## src/rtl/pc_gen.sv

```systemverilog
// -----------------------------------------------------------------------------
// pc_gen -- program-counter generator for the RISC-V fetch stage.
//
// Presents a fetch address to instruction memory with a valid/ready handshake
// and applies prioritised redirects: trap, trap return (mret), return through a
// small circular return-address stack (RAS), and taken branch/jump (optionally
// a call, which pushes its return address). Every output is driven from a
// register, so there is no combinational path from inputs to outputs.
//
// Ports
//   clk            in   clock, all state updates on the rising edge
//   rst            in   synchronous active-high reset
//   pc_ready       in   instruction memory accepts the current pc
//   branch_en      in   taken branch/jump redirect
//   branch_target  in   target for branch/call; fallback target for an
//                       empty-RAS return
//   call_en        in   call qualifier, only meaningful with branch_en
//   call_pc        in   PC of the call instruction
//   ret_en         in   return, pops the RAS
//   trap_en        in   exception/interrupt taken
//   trap_pc        in   faulting PC, captured into epc
//   mret_en        in   return from trap
//   pc             out  current fetch address
//   pc_valid       out  pc is a valid fetch request
//   redirect       out  one-cycle pulse: pc was loaded by a redirect
//   epc            out  saved exception PC
//   ras_empty      out  RAS holds no entries
//   ras_full       out  RAS holds RAS_DEPTH entries
// -----------------------------------------------------------------------------
module pc_gen #(
    parameter int unsigned        XLEN        = 32,
    parameter logic [XLEN-1:0]    RESET_PC    = 32'h0000_0000,
    parameter logic [XLEN-1:0]    TRAP_VECTOR = 32'h0000_0100,
    parameter int unsigned        PC_STEP     = 4,
    parameter int unsigned        RAS_DEPTH   = 4
) (
    input  logic            clk,
    input  logic            rst,
    input  logic            pc_ready,
    input  logic            branch_en,
    input  logic [XLEN-1:0] branch_target,
    input  logic            call_en,
    input  logic [XLEN-1:0] call_pc,
    input  logic            ret_en,
    input  logic            trap_en,
    input  logic [XLEN-1:0] trap_pc,
    input  logic            mret_en,
    output logic [XLEN-1:0] pc,
    output logic            pc_valid,
    output logic            redirect,
    output logic [XLEN-1:0] epc,
    output logic            ras_empty,
    output logic            ras_full
);

    localparam int unsigned PTR_W = $clog2(RAS_DEPTH);
    localparam int unsigned CNT_W = $clog2(RAS_DEPTH + 1);

    localparam logic [XLEN-1:0]  STEP       = XLEN'(PC_STEP);
    // Clears the low log2(PC_STEP) bits of every redirect target.
    localparam logic [XLEN-1:0]  ALIGN_MASK = ~(STEP - XLEN'(1));
    localparam logic [CNT_W-1:0] CNT_FULL   = CNT_W'(RAS_DEPTH);

    // ------------------------------------------------------------------
    // State
    // ------------------------------------------------------------------
    logic [XLEN-1:0]  pc_q, pc_d;
    logic             pc_valid_q;
    logic             redirect_q, redirect_d;
    logic [XLEN-1:0]  epc_q, epc_d;

    // ras_ptr_q indexes the next free slot; the top entry sits just below it.
    logic [PTR_W-1:0] ras_ptr_q, ras_ptr_d;
    logic [CNT_W-1:0] ras_cnt_q, ras_cnt_d;
    logic [XLEN-1:0]  ras_mem_q [RAS_DEPTH];

    logic             ras_push, ras_pop;
    logic [XLEN-1:0]  ras_top;
    logic [XLEN-1:0]  ret_addr;

    assign ras_top  = ras_mem_q[ras_ptr_q - PTR_W'(1)];
    assign ret_addr = call_pc + STEP;

    // ------------------------------------------------------------------
    // Next-PC selection, highest priority first.
    // ------------------------------------------------------------------
    // NOTE: every signal written here gets a default first so no path
    // leaves it unassigned -- otherwise synthesis infers a latch.
    always_comb begin
        pc_d       = pc_q;
        epc_d      = epc_q;
        redirect_d = 1'b0;
        ras_push   = 1'b0;
        ras_pop    = 1'b0;

        if (trap_en) begin
            pc_d       = TRAP_VECTOR & ALIGN_MASK;
            epc_d      = trap_pc;
            redirect_d = 1'b1;
        end else if (mret_en) begin
            pc_d       = epc_q & ALIGN_MASK;
            redirect_d = 1'b1;
        end else if (ret_en) begin
            // An empty stack falls back to the predicted target and pops nothing.
            if (ras_cnt_q != '0) begin
                pc_d    = ras_top & ALIGN_MASK;
                ras_pop = 1'b1;
            end else begin
                pc_d    = branch_target & ALIGN_MASK;
            end
            redirect_d = 1'b1;
        end else if (branch_en) begin
            pc_d       = branch_target & ALIGN_MASK;
            ras_push   = call_en;
            redirect_d = 1'b1;
        end else if (pc_valid_q && pc_ready) begin
            pc_d = pc_q + STEP;
        end
    end

    // Stack pointer/count. A push onto a full stack overwrites the oldest
    // slot (which is exactly the one ras_ptr_q points at) and keeps the count.
    always_comb begin
        ras_ptr_d = ras_ptr_q;
        ras_cnt_d = ras_cnt_q;
        if (ras_push) begin
            ras_ptr_d = ras_ptr_q + PTR_W'(1);
            if (ras_cnt_q != CNT_FULL) begin
                ras_cnt_d = ras_cnt_q + CNT_W'(1);
            end
        end else if (ras_pop) begin
            ras_ptr_d = ras_ptr_q - PTR_W'(1);
            ras_cnt_d = ras_cnt_q - CNT_W'(1);
        end
    end

    // ------------------------------------------------------------------
    // Registers
    // ------------------------------------------------------------------
    // NOTE: sequential state uses non-blocking assignments so every
    // register samples the pre-edge values regardless of statement order.
    always_ff @(posedge clk) begin
        if (rst) begin
            pc_q       <= RESET_PC;
            pc_valid_q <= 1'b0;
            redirect_q <= 1'b0;
            epc_q      <= '0;
            ras_ptr_q  <= '0;
            ras_cnt_q  <= '0;
        end else begin
            pc_q       <= pc_d;
            pc_valid_q <= 1'b1;
            redirect_q <= redirect_d;
            epc_q      <= epc_d;
            ras_ptr_q  <= ras_ptr_d;
            ras_cnt_q  <= ras_cnt_d;
        end
    end

    // NOTE: the stack storage is deliberately not reset; the count guards
    // every read, so stale contents are never observed and the array can
    // map onto plain flops or a register file without reset wiring.
    always_ff @(posedge clk) begin
        if (!rst && ras_push) begin
            ras_mem_q[ras_ptr_q] <= ret_addr;
        end
    end

    // ------------------------------------------------------------------
    // Outputs
    // ------------------------------------------------------------------
    assign pc        = pc_q;
    assign pc_valid  = pc_valid_q;
    assign redirect  = redirect_q;
    assign epc       = epc_q;
    assign ras_empty = (ras_cnt_q == '0);
    assign ras_full  = (ras_cnt_q == CNT_FULL);

endmodule

```

## config.mk

```make
export PLATFORM = sky130hd
export DESIGN_NAME = pc_gen
export DESIGN_NICKNAME = d
export VERILOG_FILES = /design/src/rtl/pc_gen.sv
export SDC_FILE = /design/constraint.sdc
export NUM_CORES = 1
export LEC_CHECK = 0
export CAP_MARGIN = 5
export CORE_MARGIN = 3
export CORE_UTILIZATION = 50
export DETAILED_ROUTE_END_ITERATION = 8
export GPL_TIMING_DRIVEN = 0
export PLACE_DENSITY = 0.75
export REMOVE_ABC_BUFFERS = 1
export SKIP_LAST_GASP = 1
export SLEW_MARGIN = 5
export SYNTH_ARGS = -nofsm -noshare
export SYNTH_HDL_FRONTEND = slang
export SYNTH_SLANG_ARGS = --single-unit
```

## constraint.sdc

```tcl
create_clock -name clk -period 3.3 [get_ports clk]
set_input_delay 0.66 -clock clk [delete_from_list [all_inputs] [get_ports clk]]
set_output_delay 0.66 -clock clk [all_outputs]
set_load 0.02 [all_outputs]
```

# After elaboration in Yosys (flattened, before gate mapping)
# Memory sizes are Yosys's and may differ from the RTL's.
# Cells that the tools add are included.
[op_classes] n_addsub=6 eq_ne=3 n_mux=26 reduce_logical=12
[op_table] operator="$mux W32" count=5
[op_table] operator="$add A32 B3 Y32 const B" count=2
[op_table] operator="$mux W1" count=15
[op_table] operator="$mux W3" count=3
[op_table] operator="$mux W9" count=1
[op_table] operator="$reduce_bool A3 Y1" count=2
[op_table] operator="$reduce_bool A5 Y1" count=1
[op_table] operator="$mux W2" count=2
[op_table] operator="$reduce_bool A4 Y1" count=1
[op_table] operator="$add A3 B1 Y3 const B" count=1
[op_table] operator="$eq A3 B3 Y1 const B" count=1
[op_table] operator="$logic_not A3 Y1" count=1
[op_table] operator="$ne A3 B3 Y1 const B" count=1
[op_table] operator="$reduce_or A3 Y1" count=1
[op_table] operator="$sub A3 B1 Y3 const B" count=1
[op_table] operator="$add A2 B1 Y2 const B" count=1
[op_table] operator="$logic_and A1 B1 Y1" count=2
[op_table] operator="$ne A2 B1 Y1 const B" count=1
[op_table] operator="$reduce_and A2 Y1" count=1
[op_table] operator="$reduce_bool A2 Y1" count=1
[op_table] operator="$reduce_or A2 Y1" count=1
[op_table] operator="$sub A2 B1 Y2 const B" count=1
[op_table] operator="$logic_not A1 Y1" count=1
[totals] ff_bits=71 ram_bits=128 input_bits=104 out_inout_bits=68 elab_cells=56 memories=1
[memory_table] name="ras_mem_q" words=4 word_bits=32 rd=1 rd_ports_with_merged_regs=0 wr=1 line_no="75" source="logic [XLEN-1:0] ras_mem_q [RAS_DEPTH];"

# Depth between registers and ports, before layout
[depth] ltp_word=7 depth_mapped=13 depth_no_buf=7

# Least setup slack after synthesis
# OpenSTA, ideal clock, no wires.
[synth_path] kind="reg-to-reg" startpoint="reg ras_ptr_q[0]" endpoint="reg pc_q[18], in the netlist pc[18]" setup_ps=122 arrival_ps=2580 required_ps=3178 slack_ps=598 path_stages_with_launch=13 n_path_buf=5 synth_period_minus_slack_ps=2702 path_cell_list="dfxtp_1 -> buf_2 -> buf_4 -> buf_4 -> inv_1 -> ha_1 -> clkbuf_1 -> clkbuf_1 -> mux4_2 -> nand2_1 -> nand4_1 -> o21ai_0 -> a21oi_1"
[synth_via] elab_chain_cells=5
[synth_lines] element="from (decl)" line_no="73" source="logic [PTR_W-1:0] ras_ptr_q, ras_ptr_d;"
[synth_lines] element="from (signal assigned)" line_no="155" source="ras_ptr_q <= ras_ptr_d;"
[synth_lines] element="$sub A2 B1 Y2" line_no="81" source="assign ras_top = ras_mem_q[ras_ptr_q - PTR_W'(1)];"
[synth_lines] element="$mem_v2 Z4 W32"
[synth_lines] element="$mux W32" line_no="105" source="if (ras_cnt_q != '0) begin"
[synth_lines] element="$mux W32" line_no="103" source="end else if (ret_en) begin"
[synth_lines] element="$mux W32" line_no="100" source="end else if (mret_en) begin"
[synth_lines] element="to (signal assigned)" line_no="151" source="pc_q <= pc_d;"
[synth_lines] element="to (decl)" line_no="67" source="logic [XLEN-1:0] pc_q, pc_d;"
# No other way between the ends.
# A chain may end at the register's enable or synchronous reset.

# Worst setup path in the final report
[layout_path] startpoint="reg ras_cnt_q[0]" endpoint="out ras_empty"
[layout_via] elab_chain_cells=1
[layout_lines] element="from (decl)" line_no="74" source="logic [CNT_W-1:0] ras_cnt_q, ras_cnt_d;"
[layout_lines] element="from (signal assigned)" line_no="156" source="ras_cnt_q <= ras_cnt_d;"
[layout_lines] element="$logic_not A3 Y1" line_no="176" source="assign ras_empty = (ras_cnt_q == '0);"
[layout_lines] element="to (decl)" line_no="52" source="output logic ras_empty,"
# No other way between the ends.

==> out/qor.yml <==
run_status:
  outcome: "completed"
critical_path:
  critPathMaxStageDelay_ns: 0.72
  path_cells: "or3_2 > inv_4 > clkdlybuf4s50_1"
  path_class: "flop to primary output"
  cp-start-kind: "flop"
  regToRegStartpoint: "ras_ptr_q[0]$_SDFFE_PP0P_"
  ff2ff_setup_slack_ns: 0.30
  worst_ep_arrival_time_ns: 2.53
  crit_fanout: 26
  worst_ep_required_time_ns: 2.64
  critPathCaptureType: "primary output"
  ff2ff_path_depth: 7
  r2r_end: "pc[20]$_SDFFE_PP0P_"
  cp_slowest_cell: "or3_2"
die:
  pin_count: 172
  fp.dieH_um: 142.7
  core_um2: 18150
  rows: 49
  start_util_pct: 51.45
  dieArea_um2: 20350
  die_w_um: 142.7
sta:
  timing.clock.skew_ns: 0.01617
  finalCriticalPeriod_ns: 3.188
  whs_ns: 0.4892
  finalHoldViolations: 0
  setup-violations-final: 0
  rsz0062_at_grt: "no"
  slew_headroom_pct: 36.03
  max_freq_ghz: 0.3136
  drv_slew: 0
  post-route-period-util_pct: 96.62
  worst_slew_pin_slew_ns: 0.9595
placement:
  hpwlAfterDp_um: 16890
  gp_congestion: 0.8764
  dp_cells: 1166
  place_area_um2: 11120
  port_buffers: 167
clock_tree:
  hold_buffers: 0
  cts-root-buf: "clkbuf_16"
  cts_tree: "done"
  cts_max_level: 4
  clockBufferDepth: 2
  cts_buffers: 17
  worstSkewPairLatency_ns: 0.45
  clkSinkCount: 191
  clk_pin_slew_worst_paths_ns: 0.07
logic_synthesis:
  yosys.area_share.simple_pct: 15.60
  avgSynthCellArea_um2: 11.43
  synth_warnings: 0
  synth_top_cell_by_area: "edfxtp_1"
  synth_xor_xnor_area_share_pct: 4.033
  ys_ff_latch: 191
  synthDistinctLibCells: 73
  synthArstFlopShare_pct: 0
  muxShareOfSynthArea_pct: 12.01
  netlist_instances: 817
  synthTopCellsByArea: "edfxtp_1 (39%), dfxtp_1 (15%), mux4_2 (7.2%)"
  syn_area_um2: 9338
  synth_edf_count: 120
  synth-main-ff-cell: "edfxtp_1"
  synth_compound_area_share_pct: 10.36
  synthAdderAreaFrac_pct: 1.018
  synth_top_area_share_pct: 38.59
  synth_top_family_by_area: "simple AND/OR/NAND/NOR gates"
  yosysSeqAreaShare_pct: 53.81
route:
  drc: 0
  firstDrtPassIters: 8
  wirelength_um: 24550
  drt_iter0_markers: 577
  vias: 7160
  vias_per_cell: 5.942
  antenna_left: 0
  routed_wire_length_per_instance_um: 20.37
layout:
  layout_commonest_cell: "clkdlybuf4s50_1"
  final_cell_mix: "clkdlybuf4s50_1 (162), edfxtp_1 (120), nand2_1 (74)"
  finalInstanceArea_um2: 11780
  final_util_pct: 64.92
  fillers: 1449
  final-seq-area_um2: 5026
  drive_gt1_share_pct: 10.67
  multi_input_area_um2: 4041
  nNetsFinal: 1073
  area_growth_pct: 26.17
  stdcell_count: 1205
flow_run:
  cap_violations: 0
pwr:
  finalPower_mw: 5.436
  p_leak_nw: 4.094
  vdd_drop_max_v: 0.0003526
  power.density_nw_per_um2: 461.4
global_routing:
  track_usage_pct: 23.97
  grt_max_degree: 56
  antenna_found_initial: 1
  grt_pass1_vias: 6896
  grt_pass1_wl_um: 37880
  overflow: 0
hold_path:
  holdPathStages: 1
  hp-start: "pc[0]$_SDFFE_PP0P_"
  holdCritPathClass: "flop to flop"
  min_to: "pc[0]$_SDFFE_PP0P_"
layout make-up:
| class | instances | share of cell area (%) |
|---|---|---|
| clock inverters | 15 | 1.487 |
| flip-flops and latches | 191 | 42.66 |
| repair buffers | 176 | 14.83 |
| well taps | 229 | 2.432 |
| clock buffers | 17 | 3.611 |
| multi-input cells | 556 | 34.30 |
| diodes | 1 | 0.02124 |
| inverters | 20 | 0.6585 |
sequential cells by signal, indices dropped and copies added, names as in the netlist:
| register | flops |
|---|---|
| epc | 32 |
| pc | 32 |
| pc_valid | 1 |
| ras_cnt_q | 3 |
| ras_mem_q | 120 |
| ras_ptr_q | 2 |
| redirect | 1 |
worst max-delay path, delay by kind of cell (launching register included):
kind	cells	cell delay [ns]
AND/OR/NAND/NOR	1	0.72
buffers and inverters	2	0.99
flip-flops	1	0.36
where the power goes:
part           leakage [nW]  internal [mW]  switching, mW  total [mW]
combinational          2.14          0.340          0.374       0.714
clock                 0.290           1.08          0.998        2.08
sequential             1.66           2.58         0.0581        2.64
cell usage after synthesis (19+ instances only):
cell      number
edfxtp_1     120
nand4_1       20
nand3_1       39
mux4_2        30
clkbuf_1      27
a21oi_1       30
nand2_1       74
mux2i_1       40
xnor2_1       26
inv_1         19
nor2_1        65
dfxtp_1       71
o21ai_0       32
worst max path at each step:
stage | from | endpoint | slack (ns) | cells past startpoint
floorplan | ras_ptr_q[0]$_SDFFE_PP0P_ | pc[20]$_SDFFE_PP0P_ | -0.51 | 7
global placement | trap_en | pc[25]$_SDFFE_PP0P_ | -1.85 | 5
detailed placement | branch_en | pc[27]$_SDFFE_PP0P_ | -0.85 | 6
CTS | ras_cnt_q[0]$_SDFFE_PP0P_ | ras_empty | 0.06 | 3
global route | ras_cnt_q[0]$_SDFFE_PP0P_ | ras_empty | 0.03 | 3
finish | ras_cnt_q[0]$_SDFFE_PP0P_ | ras_empty | 0.11 | 3
per-stage QoR:
step	TNS, ns	setup WS (ns)
finish	0	0.1115
global route	0	0.03082
CTS	0	0.05619
detailed placement	-79.85	-0.8465
global placement	-266.51	-1.854
floorplan	-6.849	-0.5138
cell families (layout without fill, tap and decap cells):
| kind of cell | Yosys count | count (layout) |
|---|---|---|
| compound gates | 145 | 145 |
| xor+xnor | 43 | 43 |
| fa+ha+maj | 7 | 7 |
| buf+inv | 70 | 228 |
| flops | 191 | 191 |
| mux | 74 | 74 |
| other cells | 0 | 1 |
| simple gates | 287 | 287 |
metal layers:
| layer | wire, um | share of wire (%) | vias up | global-route usage (%) |
|---|---|---|---|---|
| met5 | 0 | 0 | - | 0 |
| met4 | 590 | 2.4 | 0 | 8.504 |
| met3 | 1851 | 7.5 | 39 | 5.727 |
| met2 | 11850 | 48 | 309 | 38.50 |
| met1 | 10250 | 42 | 3432 | 32.07 |
| li1 | - | - | 3380 | - |
timing repair:
action                     in CTS  in global routing
setup endpoints to repair     130                125
pin swaps                       0                  1
gates resized for setup         3                  4
gates cloned                    0                  0
hold endpoints to repair        0                  0
buffers inserted                0                  5
Power figures use the tool's default switching activity.
